**src/rtl/fu_issue_arbiter_pkg.sv**
```systemverilog
// Shared types and constants for the functional-unit issue arbiter.
// Holds the store-drain FSM state encoding and the ROB index width.
package fu_issue_arbiter_pkg;

   localparam int ROB_IDX_SIZE = 5;

   localparam int FU_ARB_STORE_DRAIN_CYCLES = 2;

   typedef logic [ROB_IDX_SIZE-1:0] rob_idx_t;

   typedef enum logic [1:0] {
      ARB_IDLE   = 2'd0,
      ARB_DRAIN1 = 2'd1,
      ARB_DRAIN2 = 2'd2
   } arb_state_t;

endpackage

```
**src/rtl/fu_issue_arbiter_if.sv**
```systemverilog
// Request/grant/issue-record bundle between the reservation stations, ROB and the arbiter.
// The master side drives requests; the slave side (the arbiter) drives grants and the record.
interface fu_issue_arbiter_if;
   import fu_issue_arbiter_pkg::*;

   logic     in_alu_req;
   rob_idx_t in_alu_rob_index;
   logic     in_ls_req;
   logic     in_ls_is_store;
   rob_idx_t in_ls_rob_index;
   rob_idx_t in_rob_head_index;
   logic     in_flush;

   logic     out_alu_grant;
   logic     out_ls_grant;
   logic     out_busy;
   logic     out_issue_valid;
   rob_idx_t out_issue_rob_index;
   logic     out_issue_is_ls;

   modport master (
      output in_alu_req, in_alu_rob_index, in_ls_req, in_ls_is_store,
             in_ls_rob_index, in_rob_head_index, in_flush,
      input  out_alu_grant, out_ls_grant, out_busy, out_issue_valid,
             out_issue_rob_index, out_issue_is_ls
   );

   modport slave (
      input  in_alu_req, in_alu_rob_index, in_ls_req, in_ls_is_store,
             in_ls_rob_index, in_rob_head_index, in_flush,
      output out_alu_grant, out_ls_grant, out_busy, out_issue_valid,
             out_issue_rob_index, out_issue_is_ls
   );

endinterface

```
**src/rtl/fu_issue_arbiter_ls_store_drain_fsm.sv**
```systemverilog
// Store drain tracker: after a store issues, the dmem write port stays busy for
// FU_ARB_STORE_DRAIN_CYCLES cycles; flush does not abort it, reset does.
module ls_store_drain_fsm
   import fu_issue_arbiter_pkg::*;
(
   input  logic in_clk,
   input  logic in_rst,
   input  logic in_store_grant,
   output logic out_busy
);

   arb_state_t state_q, state_d;

   // NOTE: every combinational output gets a default first so no path leaves it unassigned (no latch).
   always_comb begin
      state_d = state_q;
      unique case (state_q)
         ARB_IDLE:   if (in_store_grant) state_d = ARB_DRAIN1;
         ARB_DRAIN1: state_d = ARB_DRAIN2;
         ARB_DRAIN2: state_d = ARB_IDLE;
         default:    state_d = ARB_IDLE;
      endcase
   end

   // NOTE: state registers use non-blocking assignment so all flops update together at the edge.
   always_ff @(posedge in_clk) begin
      if (in_rst) state_q <= ARB_IDLE;
      else        state_q <= state_d;
   end

   assign out_busy = (state_q != ARB_IDLE);

endmodule

```
**src/rtl/fu_issue_arbiter.sv**
```systemverilog
// Single-port issue arbiter for func_units: fixed ALU priority, stores held to the ROB head,
// LS blocked during store drain. Optional LS starvation guard: FU_ARB_STARVE_GUARD_EN.
module fu_issue_arbiter
   import fu_issue_arbiter_pkg::*;
#(
   parameter int STARVE_LIMIT = 4
)
(
   input logic               in_clk,
   input logic               in_rst,
   fu_issue_arbiter_if.slave arb
);

   logic     alu_ok;
   logic     ls_ok;
   logic     alu_grant;
   logic     ls_grant;
   logic     drain_busy;
   logic     store_at_head;

   logic     issue_valid_q, issue_valid_d;
   rob_idx_t issue_rob_index_q, issue_rob_index_d;
   logic     issue_is_ls_q, issue_is_ls_d;

   always_comb begin
      store_at_head = (arb.in_ls_rob_index == arb.in_rob_head_index);
      alu_ok = arb.in_alu_req & ~arb.in_flush & ~in_rst;
      ls_ok  = arb.in_ls_req & ~arb.in_flush & ~in_rst & ~drain_busy &
               (~arb.in_ls_is_store | store_at_head);
   end

`ifdef FU_ARB_STARVE_GUARD_EN
   localparam int CNT_W = $clog2(STARVE_LIMIT + 1);

   logic [CNT_W-1:0] starve_cnt_q, starve_cnt_d;
   logic             starved;

   assign starved = (starve_cnt_q == CNT_W'(STARVE_LIMIT));

   // Once LS has lost STARVE_LIMIT times in a row it takes priority for one grant.
   always_comb begin
      alu_grant    = alu_ok & ~(starved & ls_ok);
      ls_grant     = ls_ok & (starved | ~alu_ok);
      starve_cnt_d = starve_cnt_q;
      if (ls_grant | arb.in_flush)
         starve_cnt_d = '0;
      else if (ls_ok & alu_ok & ~starved)
         starve_cnt_d = starve_cnt_q + 1'b1;
   end

   always_ff @(posedge in_clk) begin
      if (in_rst) starve_cnt_q <= '0;
      else        starve_cnt_q <= starve_cnt_d;
   end
`else
   logic unused_starve_limit;
   assign unused_starve_limit = ^STARVE_LIMIT;

   always_comb begin
      alu_grant = alu_ok;
      ls_grant  = ls_ok & ~alu_ok;
   end
`endif

   ls_store_drain_fsm u_drain (
      .in_clk         (in_clk),
      .in_rst         (in_rst),
      .in_store_grant (ls_grant & arb.in_ls_is_store),
      .out_busy       (drain_busy)
   );

   // The index holds across idle cycles so the ROB side can still read the last issue.
   always_comb begin
      issue_valid_d     = alu_grant | ls_grant;
      issue_is_ls_d     = ls_grant;
      issue_rob_index_d = issue_rob_index_q;
      if (alu_grant)     issue_rob_index_d = arb.in_alu_rob_index;
      else if (ls_grant) issue_rob_index_d = arb.in_ls_rob_index;
   end

   always_ff @(posedge in_clk) begin
      if (in_rst) begin
         issue_valid_q     <= 1'b0;
         issue_rob_index_q <= '0;
         issue_is_ls_q     <= 1'b0;
      end else begin
         issue_valid_q     <= issue_valid_d;
         issue_rob_index_q <= issue_rob_index_d;
         issue_is_ls_q     <= issue_is_ls_d;
      end
   end

   assign arb.out_alu_grant       = alu_grant;
   assign arb.out_ls_grant        = ls_grant;
   assign arb.out_busy            = drain_busy;
   assign arb.out_issue_valid     = issue_valid_q;
   assign arb.out_issue_rob_index = issue_rob_index_q;
   assign arb.out_issue_is_ls     = issue_is_ls_q;

endmodule

```
**src/flat_wrapper.sv**
```systemverilog
// flat-port wrapper written by rule: the top's interface ports become plain ports
module fu_issue_arbiter_flat import fu_issue_arbiter_pkg::*;
#(
   parameter int STARVE_LIMIT = 4
)
  (in_clk, in_rst, arb_in_alu_req, arb_in_alu_rob_index, arb_in_ls_req, arb_in_ls_is_store, arb_in_ls_rob_index, arb_in_rob_head_index, arb_in_flush, arb_out_alu_grant, arb_out_ls_grant, arb_out_busy, arb_out_issue_valid, arb_out_issue_rob_index, arb_out_issue_is_ls);
  fu_issue_arbiter_if arb_i ();
  input logic in_clk;
  input logic in_rst;
  input wire logic [$bits(arb_i.in_alu_req)-1:0] arb_in_alu_req;
  input wire logic [$bits(arb_i.in_alu_rob_index)-1:0] arb_in_alu_rob_index;
  input wire logic [$bits(arb_i.in_ls_req)-1:0] arb_in_ls_req;
  input wire logic [$bits(arb_i.in_ls_is_store)-1:0] arb_in_ls_is_store;
  input wire logic [$bits(arb_i.in_ls_rob_index)-1:0] arb_in_ls_rob_index;
  input wire logic [$bits(arb_i.in_rob_head_index)-1:0] arb_in_rob_head_index;
  input wire logic [$bits(arb_i.in_flush)-1:0] arb_in_flush;
  output wire logic [$bits(arb_i.out_alu_grant)-1:0] arb_out_alu_grant;
  output wire logic [$bits(arb_i.out_ls_grant)-1:0] arb_out_ls_grant;
  output wire logic [$bits(arb_i.out_busy)-1:0] arb_out_busy;
  output wire logic [$bits(arb_i.out_issue_valid)-1:0] arb_out_issue_valid;
  output wire logic [$bits(arb_i.out_issue_rob_index)-1:0] arb_out_issue_rob_index;
  output wire logic [$bits(arb_i.out_issue_is_ls)-1:0] arb_out_issue_is_ls;
  assign arb_i.in_alu_req = arb_in_alu_req;
  assign arb_i.in_alu_rob_index = arb_in_alu_rob_index;
  assign arb_i.in_ls_req = arb_in_ls_req;
  assign arb_i.in_ls_is_store = arb_in_ls_is_store;
  assign arb_i.in_ls_rob_index = arb_in_ls_rob_index;
  assign arb_i.in_rob_head_index = arb_in_rob_head_index;
  assign arb_i.in_flush = arb_in_flush;
  assign arb_out_alu_grant = arb_i.out_alu_grant;
  assign arb_out_ls_grant = arb_i.out_ls_grant;
  assign arb_out_busy = arb_i.out_busy;
  assign arb_out_issue_valid = arb_i.out_issue_valid;
  assign arb_out_issue_rob_index = arb_i.out_issue_rob_index;
  assign arb_out_issue_is_ls = arb_i.out_issue_is_ls;
  fu_issue_arbiter #(.STARVE_LIMIT(STARVE_LIMIT)) u_core (.in_clk(in_clk), .in_rst(in_rst), .arb(arb_i));
endmodule
```
**config.mk**
```make
export PLATFORM = sky130hd
export DESIGN_NAME = fu_issue_arbiter_flat
export DESIGN_NICKNAME = d
export VERILOG_FILES = /design/src/rtl/fu_issue_arbiter_pkg.sv /design/src/rtl/fu_issue_arbiter_if.sv /design/src/rtl/fu_issue_arbiter_ls_store_drain_fsm.sv /design/src/rtl/fu_issue_arbiter.sv /design/src/flat_wrapper.sv
export SDC_FILE = /design/constraint.sdc
export NUM_CORES = 1
export LEC_CHECK = 0
export CAP_MARGIN = 20
export CORE_AREA = 2 2 39 41
export DETAILED_ROUTE_END_ITERATION = 16
export DIE_AREA = 0 0 41 43
export HOLD_SLACK_MARGIN = 0.05
export PLACE_DENSITY = 0.83
export SLEW_MARGIN = 20
export SYNTH_ARGS = -nofsm -noshare
export SYNTH_HDL_FRONTEND = slang
export SYNTH_SLANG_ARGS = --single-unit
```
**constraint.sdc**
```tcl
create_clock -name in_clk -period 4.39 [get_ports in_clk]
set_input_delay 0.6585 -clock in_clk [delete_from_list [all_inputs] [get_ports in_clk]]
set_output_delay 0.6585 -clock in_clk [all_outputs]
set_load 0.005 [all_outputs]
```
## After elaboration in Yosys (flattened, before gate mapping)

Index checks and enable logic that the tools add are counted.

| cells by class | value |
|---|---|
| equal/unequal tests | 3 |
| multiplexer cells | 4 |
| bitwise gates (word level) | 15 |
| reductions and logical operators | 3 |

Operators by type and width:

| operator | count |
|---|---|
| $mux 5 | 2 |
| $and 1x1->1 | 8 |
| $eq 5x5->1 | 1 |
| $not 1->1 | 5 |
| $pmux 2 s2 | 1 |
| $reduce_bool 2->1 | 2 |
| $eq 2x1->1 const B | 1 |
| $logic_not 2->1 | 1 |
| $mux 2 | 1 |
| $ne 2x2->1 const B | 1 |
| $or 1x1->1 | 2 |

| word-level totals | value |
|---|---|
| register bits | 9 |
| bits of input ports | 21 |
| output and inout bits | 10 |
| word-level logic and storage cells | 29 |

## Logic depth before layout (Yosys ltp)

Gate-level depths: netlist of run 1.

| depth | value |
|---|---|
| depth after elaboration | 9 |
| mapped depth | 7 |
| depth with buffers taken out | 5 |

## Modules after synthesis

From an unflattened synthesis of run 1, not the netlist that was laid out.

| unflattened totals | value |
|---|---|
| cells, all modules | 45 |
| area total of the unflattened synthesis | 460.4 µm² |

Modules (own cells, without submodules):

| module | times used | cells each | area each (µm²) | seq. area each (µm²) |
|---|---|---|---|---|
| fu_issue_arbiter | 1 | 40 | 391.6 | 140.1 |
| ls_store_drain_fsm | 1 | 5 | 68.8 | 40.0 |

## Least setup slack after synthesis of run 1

OpenSTA, ideal clock, no wires.

| timing | value |
|---|---|
| path kind | input -> output |
| from | in in_rst |
| to | out arb_out_ls_grant |
| data arrival time | 1.489 ns |
| required time | 3.732 ns |
| path slack | 2.242 ns |
| stages on the path | 6 |
| buffers on the path | 2 |
| path through | buf_4 > nor4_2 > nand4_1 > o21a_1 > buf_6 > nor2_1 |

| on the way | value |
|---|---|
| longest elaborated chain between the ends | 5 |
| elaborated cells between the ends (all ways) | 7 |
| those cells by class | bitwise (7) |

RTL lines:

| element | RTL line | text |
|---|---|---|
| start: declaration | flat_wrapper.sv:9 | `input logic in_rst;` |
| $not 1->1 (*) | fu_issue_arbiter.sv:27, fu_issue_arbiter.sv:28 |  |
| $and 1x1->1 (3 in a row) | fu_issue_arbiter.sv:28 | `ls_ok = arb.in_ls_req & ~arb.in_flush & ~in_rst & ~drain_busy &` |
| $and 1x1->1 (*) | fu_issue_arbiter.sv:61 | `ls_grant = ls_ok & ~alu_ok;` |
| end: declaration | flat_wrapper.sv:18 | `output wire logic [$bits(arb_i.out_ls_grant)-1:0] arb_out_ls_grant;` |

Mark *: on every way between the ends. The rest lies on a longest branch, timed or not.

## Worst setup path after layout of run 1

Ends and elaborated chain as after synthesis.

==> results of run 1 <==
-- worst min path at each step --
stage	startpoint	end	slack, ns
6_report	u_core.u_drain.state_q[1]	u_core.u_drain.state_q[1]	0.48
5_1_grt	u_core.u_drain.state_q[1]	u_core.u_drain.state_q[1]	0.51
4_1_cts	u_core.u_drain.state_q[1]	u_core.u_drain.state_q[1]	0.48
3_5_place_dp	u_core.u_drain.state_q[1]	u_core.u_drain.state_q[1]	0.46
3_3_place_gp	u_core.u_drain.state_q[1]	u_core.u_drain.state_q[1]	0.46
2_1_floorplan	u_core.u_drain.state_q[1]	u_core.u_drain.state_q[1]	0.43
-- registers in the layout (all words and copies together) (netlist names) --
| name | cells |
|---|---|
| u_core.arb.out_issue_is_ls | 1 |
| u_core.arb.out_issue_rob_index | 5 |
| u_core.arb.out_issue_valid | 1 |
| u_core.u_drain.state_q | 2 |
-- worst max-delay path, stage by stage --
cell and delay, ns:
clkdlybuf4s50_1 0.55, nor4_2 0.25, nand4_1 0.13, o21a_1 0.33, nor2_1 0.14, clkdlybuf4s50_1 0.51
-- report_power, final --
part           switching [mW]  internal, mW  total, mW
Combinational          0.0145        0.0308     0.0453
Sequential            0.00194        0.0858     0.0877
Clock                  0.0296        0.0351     0.0647
-- final cells by class --
| class | instances | area, um^2 | share of cell area, % |
|---|---|---|---|
| Timing Repair Buffer | 30 | 300 | 39.5 |
| Clock buffer | 4 | 26.3 | 3.46 |
| Inverter | 2 | 7.51 | 0.988 |
| Multi-Input combinational cell | 33 | 225 | 29.7 |
| Sequential cell | 9 | 180 | 23.7 |
| Tap cell | 16 | 20.0 | 2.64 |
-- cells by family (layout without fill, tap and decap cells) --
group	after synthesis	in the layout	synth area share [%]
mux	5	5	11.5
simple gates	17	17	19.8
compound gates	6	6	10.3
flops	9	9	41.4
xor+xnor	5	5	10.1
buf+inv	5	36	6.90
-- through the flow --
stage / hold slack [ns] / utilization [%] / std cells / power, mW / setup WS [ns]
floorplan: 0.432 / - / 47 / 0.105 / 2.24
global placement: 0.456 / 53.0 / 90 / 0.134 / 1.23
detailed placement: 0.464 / 53.0 / 90 / 0.135 / 1.16
CTS: 0.479 / 54.9 / 94 / 0.200 / 1.16
global route: 0.514 / 54.9 / 94 / 0.209 / 1.02
finish: 0.481 / 54.9 / 94 / 0.198 / 1.16
-- cell usage in the layout, fill, tap and decap left out --
cell             count
a211oi_1             5
clkbuf_1             1
clkbuf_4             3
clkdlybuf4s50_1     30
dfxtp_1              9
inv_1                2
mux2i_1              5
nand2_1              2
nand3_1              2
nand4_1              1
nor2_1               8
nor3b_1              1
nor4_1               1
nor4_2               1
o21a_1               1
or2_2                1
xnor2_1              5
-- routing by layer --
layer	GRT usage [%]	vias up	share of wire (%)
met2	20.6	24	47
met4	2.00	0	0.55
met5	0	-	0
met3	9.42	2	10
li1	-	224	-
met1	18.9	184	42
==> impl_metrics.toml, run 1 <==
[run_status]
run_status = "finished clean"

[routing]
drtIter0Drc = 5
wl_mm = 1.10
vias = 434
routedWlPerCell_um = 11.7
drc_errors = 0
vias_per_cell = 4.62
ant_nets = 0
first_pass_iters = 4

[timing]
finalHoldViolCount = 0
tightest_slew_ns = 0.416
period_share_pct = 73.5
fmax_mhz = 310
finalSetupViolCount = 0
finalMaxSlewViolations = 0
grt_setup_unrepaired = "no"
min_period_ns = 3.23
relSlewSlack_pct = 72.3
fin_skew_ns = 0.00805
setup_tns_ns = 0

[grt]
grt_first_pass_wirelength_mm = 1.73
grt_max_degree = 13
grt_pass1_vias = 398
track_usage_pct = 14.6
overflow = 0
antenna_found_initial = 0

[clocking]
cts_resized = 0
cts-buffers-inserted = 3
clkSinkCount = 9
clock_latency_ns = 0.27
htreeDepth = 1
cts-root-buf = "clkbuf_4"
postCtsSetupBuffers = 0
cts_tree = "yes"
cts_buffer_depth = 2
ctsHoldBuffers = 0
clk_pin_slew_worst_paths_ns = 0.06

[logic_synthesis]
syn_avg_cell_area_um2 = 9.26
synthDistinctLibCells = 17
yosys-top-cells-count = "dfxtp_1, nor2_1, a211oi_1, mux2i_1, xnor2_1"
synth_area_leaders = "dfxtp_1, mux2i_1, xnor2_1"
async_flop_share_pct = 0
syn_inst = 47
synth_edf_count = 0
yosys_warnings = 0
yosysMostFrequentCell = "dfxtp_1"
ys.flop_type = "dfxtp_1"
syn_area_um2 = 435
netlist.top_cell.by_area = "dfxtp_1"
syn_nets = 68
synth_top_area_share_pct = 41.4
ys_seq_area_share_pct = 41.4
ys_ff_latch = 9

[die]
core_um2 = 1380
start_util_pct = 31.5
num_io_pins = 31
die_x_um = 41
die_area_um2 = 1760
die_h_um = 43
fp-row-count = 14

[setup_path]
worstPathArrival_ns = 2.57
crit_path_end = "arb_out_ls_grant"
r2r_slack_ns = 2.76
rr_endpoint = "u_core.arb.out_issue_rob_index[0]"
crit_path_start_kind = "primary input"
required_ns = 3.73
cp_max_fo = 9
end_kind = "primary output"
crit_start = "in_rst"
r2r_start = "u_core.u_drain.state_q[1]"
reg2reg_depth = 5
critPathKind = "in -> out"

[layout]
area_growth_pct = 74.4
nets = 100
drive_gt1_share_pct = 6.41
final_area_um2 = 759
n_fill_cell = 138
antennaDiodeCount = 0

[power_and_ir_drop]
p_leak_nw = 0.321
vdd_drop_max_uv = 132
powerDensity_nw_per_um2 = 260

[place]
place_area_um2 = 733
portBuffers = 30
place.gp.congestion = 0.704
dpl.hpwl_um = 821

[hold_path]
min_path_cells = 1
hp-class = "reg -> reg"

[job]
maxCapViolations = 0
No activity file was read; power rests on OpenSTA's default activity.
==> inputs of run 2 (changes only) <==
Settings changed: CORE_AREA 2 2 39 41 to default, CORE_MARGIN from default to 2, CORE_UTILIZATION from default to 32, DIE_AREA 0 0 41 43 to default, PLACE_DENSITY 0.83 to 0.82.
Clock period 4.39 ns to 3.1 ns, I/O delays scaled along.
==> run 2 against run 1 <==
Non-clock buffer count is 2 higher. Critical path depth stayed put. First-iteration DRC count is 80% lower. Clock skew is 0.0038 ns higher. Largest cell class unchanged. Highest routed layer unchanged.
==> impl_metrics.toml, run 2 (synthesis gave the netlist of run 1 again) <==
[timing]
finalHoldViolCount = 0
period_share_pct = 84.9
fin_skew_ns = 0.0119
tightest_slew_ns = 0.317
finalSetupViolCount = 0
finalMaxSlewViolations = 0
min_period_ns = 2.63
grt_setup_unrepaired = "no"
relSlewSlack_pct = 78.8
hold_slack_ns = 0.468
setup_tns_ns = 0
fmax_mhz = 380

[grt]
grt_pass1_vias = 407
grt_first_pass_wirelength_mm = 1.68
antenna_found_initial = 0
gr-usage-met3_pct = 1.63
use_met1_pct = 19.3
grt-busiest-layer = "met2"
grt_use_met2_pct = 25.0
track_usage_pct = 15.8
grt_max_degree = 12
overflow = 0

[layout]
largest_reg_flops = 5
final_common_cell = "clkdlybuf4s50_1"
nets = 102
final_cell_mix = "clkdlybuf4s50_1, dfxtp_1, nor2_1"
antennaDiodeCount = 0
fin_util_pct = 60.2
n_fill_cell = 124
area_growth_pct = 77.6
drive_gt1_share_pct = 8.75

[setup_path]
r2r_start = "u_core.u_drain.state_q[1]"
cpMostUsedCell = "clkdlybuf4s50_1"
cp_max_fo = 8
critical_path.max_stage_delay_ns = 0.56
path_cells = "clkdlybuf4s50_1 -> nor4_2 -> nand4_1 -> o21a_1 -> nor2_1 -> clkdlybuf4s50_1"
cp_slowest_cell = "clkdlybuf4s50_1"
critPathKind = "in -> out"
worstPathArrival_ns = 2.17
crit_start = "in_rst"
crit_path_start_kind = "primary input"
end_kind = "primary output"
required_ns = 2.63

[die]
die_x_um = 40.9
die_h_um = 40.9
core_um2 = 1280
fp-row-count = 13
start_util_pct = 33.9
die_area_um2 = 1670
num_io_pins = 31

[clocking]
htreeDepth = 1
cts-root-buf = "clkbuf_4"
ctsHoldBuffers = 0
clk_pin_slew_worst_paths_ns = 0.07
clkSinkCount = 9
cts-buffers-inserted = 3
clock_latency_ns = 0.27
cts_resized = 0
cts_tree = "yes"
cts_buffer_depth = 2
postCtsSetupBuffers = 0

[routing]
drc_errors = 0
ant_nets = 0
drtIter0Drc = 1
wl_mm = 1.12
routedWlPerCell_um = 11.8
vias_per_cell = 4.66
first_pass_iters = 2
vias = 443

[power_and_ir_drop]
vdd_drop_max_uv = 240
powerDensity_nw_per_um2 = 367
p_leak_nw = 0.329

[place]
place.gp.congestion = 0.643
dpl.hpwl_um = 915
portBuffers = 30

[run_status]
run_status = "finished clean"

[job]
maxCapViolations = 0

[hold_path]
hp-class = "reg -> reg"
hold_start = "u_core.u_drain.state_q[1]"
[run 2: changes by cell type in the layout (fill, tap and decap cells not counted)]
cell,before,now
buf_4,0,2
[run 2: worst paths after layout]
check / endpoint / slack, ns / cells after the start
min reg2reg: u_core.u_drain.state_q[1] / 0.47 / 1
min: u_core.u_drain.state_q[1] / 0.47 / 1
max: arb_out_ls_grant / 0.47 / 6
max reg2reg: u_core.arb.out_issue_rob_index[4] / 1.52 / 6
[run 2: power breakdown]
group	total (mW)	internal [mW]	switching, mW
clock	0.0946	0.0497	0.0449
sequential	0.124	0.121	0.00276
combinational	0.0651	0.0447	0.0204
total	0.284	0.216	0.0680
[run 2: layout make-up]
| type | instances | area (um^2) | area share (%) |
|---|---|---|---|
| clock buffer | 4 | 26.3 | 3.40 |
| tap | 15 | 18.8 | 2.43 |
| timing repair buffer | 32 | 315 | 40.8 |
| inverter | 2 | 7.51 | 0.971 |
| sequential | 9 | 180 | 23.3 |
| multi-input combinational | 33 | 225 | 29.1 |
[run 2: worst max-delay path: cells and delay by family]
family          cells  cell delay, ns
compound gates      1            0.20
simple gates        3            0.44
buf+inv             2            1.06
[run 2: per-stage QoR]
stage | area, um^2 | std cells | worst slack (ns) | total power, mW
CTS | 773 | 95 | 0.468 | 0.288
global placement | 747 | 91 | 0.502 | 0.191
detailed placement | 747 | 91 | 0.465 | 0.193
global route | 773 | 95 | 0.325 | 0.299
floorplan | 435 | 47 | 1.34 | 0.149
finish | 773 | 95 | 0.469 | 0.284
[run 2: routing by layer]
metal / share of wire (%) / vias to the layer above
met5: 0 / -
met4: 3.0 / 0
met3: 4.3 / 5
met2: 53 / 16
met1: 40 / 193
li1: - / 229
==> inputs of run 3 (changes only) <==
Settings changed: CORE_UTILIZATION 32 to 29, PLACE_DENSITY 0.82 to 0.79.
Clock period 3.1 ns to 2.1 ns, I/O delays scaled along.
==> run 3 against run 2 <==
Cell area grew 2.8%. Total power grew 45%. Via count grew 4.1%. Highest routed layer unchanged. Wire length shrank 1.6%. Sequential power grew 48%. Critical endpoint is now arb_out_alu_grant. Combinational power grew 55%. Clock-buffer cell count is the same. Worst hold slack is essentially flat. Register-to-register slack lost 0.98 ns. Non-clock buffer count grew 3.
==> impl_metrics.toml, run 3 (synthesis gave the netlist of run 1 again) <==
[layout]
antennaDiodeCount = 0
fin_util_pct = 58.9
nets = 105
drive_gt1_share_pct = 13.3
n_fill_cell = 137
area_growth_pct = 82.5
final_cell_mix = "clkdlybuf4s50_1, dfxtp_1, nor2_1"
largest_reg_flops = 5
final_cells = 98
final_common_cell = "clkdlybuf4s50_1"

[clocking]
htreeDepth = 1
cts-root-buf = "clkbuf_4"
cts_tree = "yes"
cts-buffers-inserted = 3
clock_latency_ns = 0.25
postCtsSetupBuffers = 0
clkSinkCount = 9
clk_pin_slew_worst_paths_ns = 0.06
cts_buffer_depth = 2
ctsHoldBuffers = 0

[timing]
tightest_slew_ns = 0.249
finalMaxSlewViolations = 0
fin_skew_ns = 0.00323
finalHoldViolCount = 0
finalSetupViolCount = 0
grt_setup_unrepaired = "no"
min_period_ns = 2.04
setup_tns_ns = 0
fmax_mhz = 491
relSlewSlack_pct = 83.3
period_share_pct = 97.0

[die]
start_util_pct = 32.3
fp-row-count = 13
core_um2 = 1350
die_x_um = 42.8
die_h_um = 42.8
num_io_pins = 31
die_area_um2 = 1830

[setup_path]
worstPathArrival_ns = 1.72
r2r_slack_ns = 0.54
crit_start = "in_rst"
cp_max_fo = 7
crit_path_end = "arb_out_alu_grant"
r2r_start = "u_core.u_drain.state_q[1]"
cpMostUsedCell = "clkdlybuf4s50_1"
rr_endpoint = "u_core.arb.out_issue_rob_index[2]"
required_ns = 1.78
cp_slowest_cell = "clkdlybuf4s50_1"
crit_path_start_kind = "primary input"
critPathKind = "in -> out"
critical_path.max_stage_delay_ns = 0.51
end_kind = "primary output"
path_cells = "clkdlybuf4s50_1 -> buf_4 -> nor2_1 -> nand2_1 -> inv_2 -> clkdlybuf4s50_1"
reg2reg_depth = 6

[routing]
drc_errors = 0
routedWlPerCell_um = 11.3
wl_mm = 1.11
vias = 461
vias_per_cell = 4.70
drtIter0Drc = 5
first_pass_iters = 4
ant_nets = 0

[power_and_ir_drop]
vdd_drop_max_uv = 346
p_leak_nw = 0.346
powerDensity_nw_per_um2 = 519

[grt]
grt_pass1_vias = 419
grt_max_degree = 12
track_usage_pct = 13.4
grt_first_pass_wirelength_mm = 1.84
overflow = 0
antenna_found_initial = 0

[place]
portBuffers = 30
place.gp.congestion = 0.716
dpl.hpwl_um = 913
dp.cells = 94

[hold_path]
hold_start = "u_core.u_drain.state_q[1]"
hp-class = "reg -> reg"

[run_status]
run_status = "finished clean"

[job]
maxCapViolations = 0
## run 3: cell types whose count changed in the layout (fill, tap and decap cells not counted), sizes merged
cell | previous run | this run
clkdlybuf4s50 | 30 | 29
buf | 2 | 5
dlygate4sd2 | 0 | 1
## run 3: worst min-delay path by stage
| stage | end | slack (ns) | depth (start not counted) |
|---|---|---|---|
| floorplan | u_core.u_drain.state_q[1] | 0.43 | 1 |
| global placement | u_core.u_drain.state_q[1] | 0.45 | 1 |
| detailed placement | u_core.u_drain.state_q[1] | 0.46 | 1 |
| CTS | u_core.u_drain.state_q[1] | 0.47 | 1 |
| global route | u_core.u_drain.state_q[1] | 0.51 | 1 |
| finish | u_core.u_drain.state_q[1] | 0.47 | 1 |
## run 3: final cells by class
cell class              instances  area [um^2]  share of cell area (%)
repair buffers                 35          337                    42.4
multi-input cells              33          225                    28.3
flip-flops and latches          9          180                    22.7
clock buffers                   4         26.3                    3.31
well taps                      15         18.8                    2.36
inverters                       2         7.51                   0.945
## run 3: critical path: cells and delay by family
family	cells	cell delay (ns)
buffers and inverters	4	1.21
AND/OR/NAND/NOR	2	0.20
## run 3: repair_timing
item	in CTS	in global routing
setup endpoints to repair	1	1
resized for setup	1	1
pin swaps	2	0
## run 3: through the flow
step                setup WS [ns]  hold WS, ns  instance area, um^2  total power, mW
floorplan                   0.639        0.432                  435            0.220
global placement          -0.0918        0.452                  769            0.287
detailed placement         -0.148        0.460                  769            0.289
CTS                        0.0106        0.474                  795            0.421
global route               0.0221        0.509                  795            0.439
finish                     0.0638        0.467                  795            0.412
## run 3: where the power goes
| part | internal [mW] | switching [mW] |
|---|---|---|
| Sequential | 0.179 | 0.00389 |
| Clock | 0.0729 | 0.0555 |
| Combinational | 0.0692 | 0.0315 |
## run 3: metal layers
metal | wire (um) | share of wire [%] | GRT usage (%)
met5 | 0 | 0 | 0
met4 | 16 | 1.4 | 3.75
met3 | 42 | 3.8 | 5.11
met2 | 581 | 53 | 23.9
met1 | 465 | 42 | 14.5
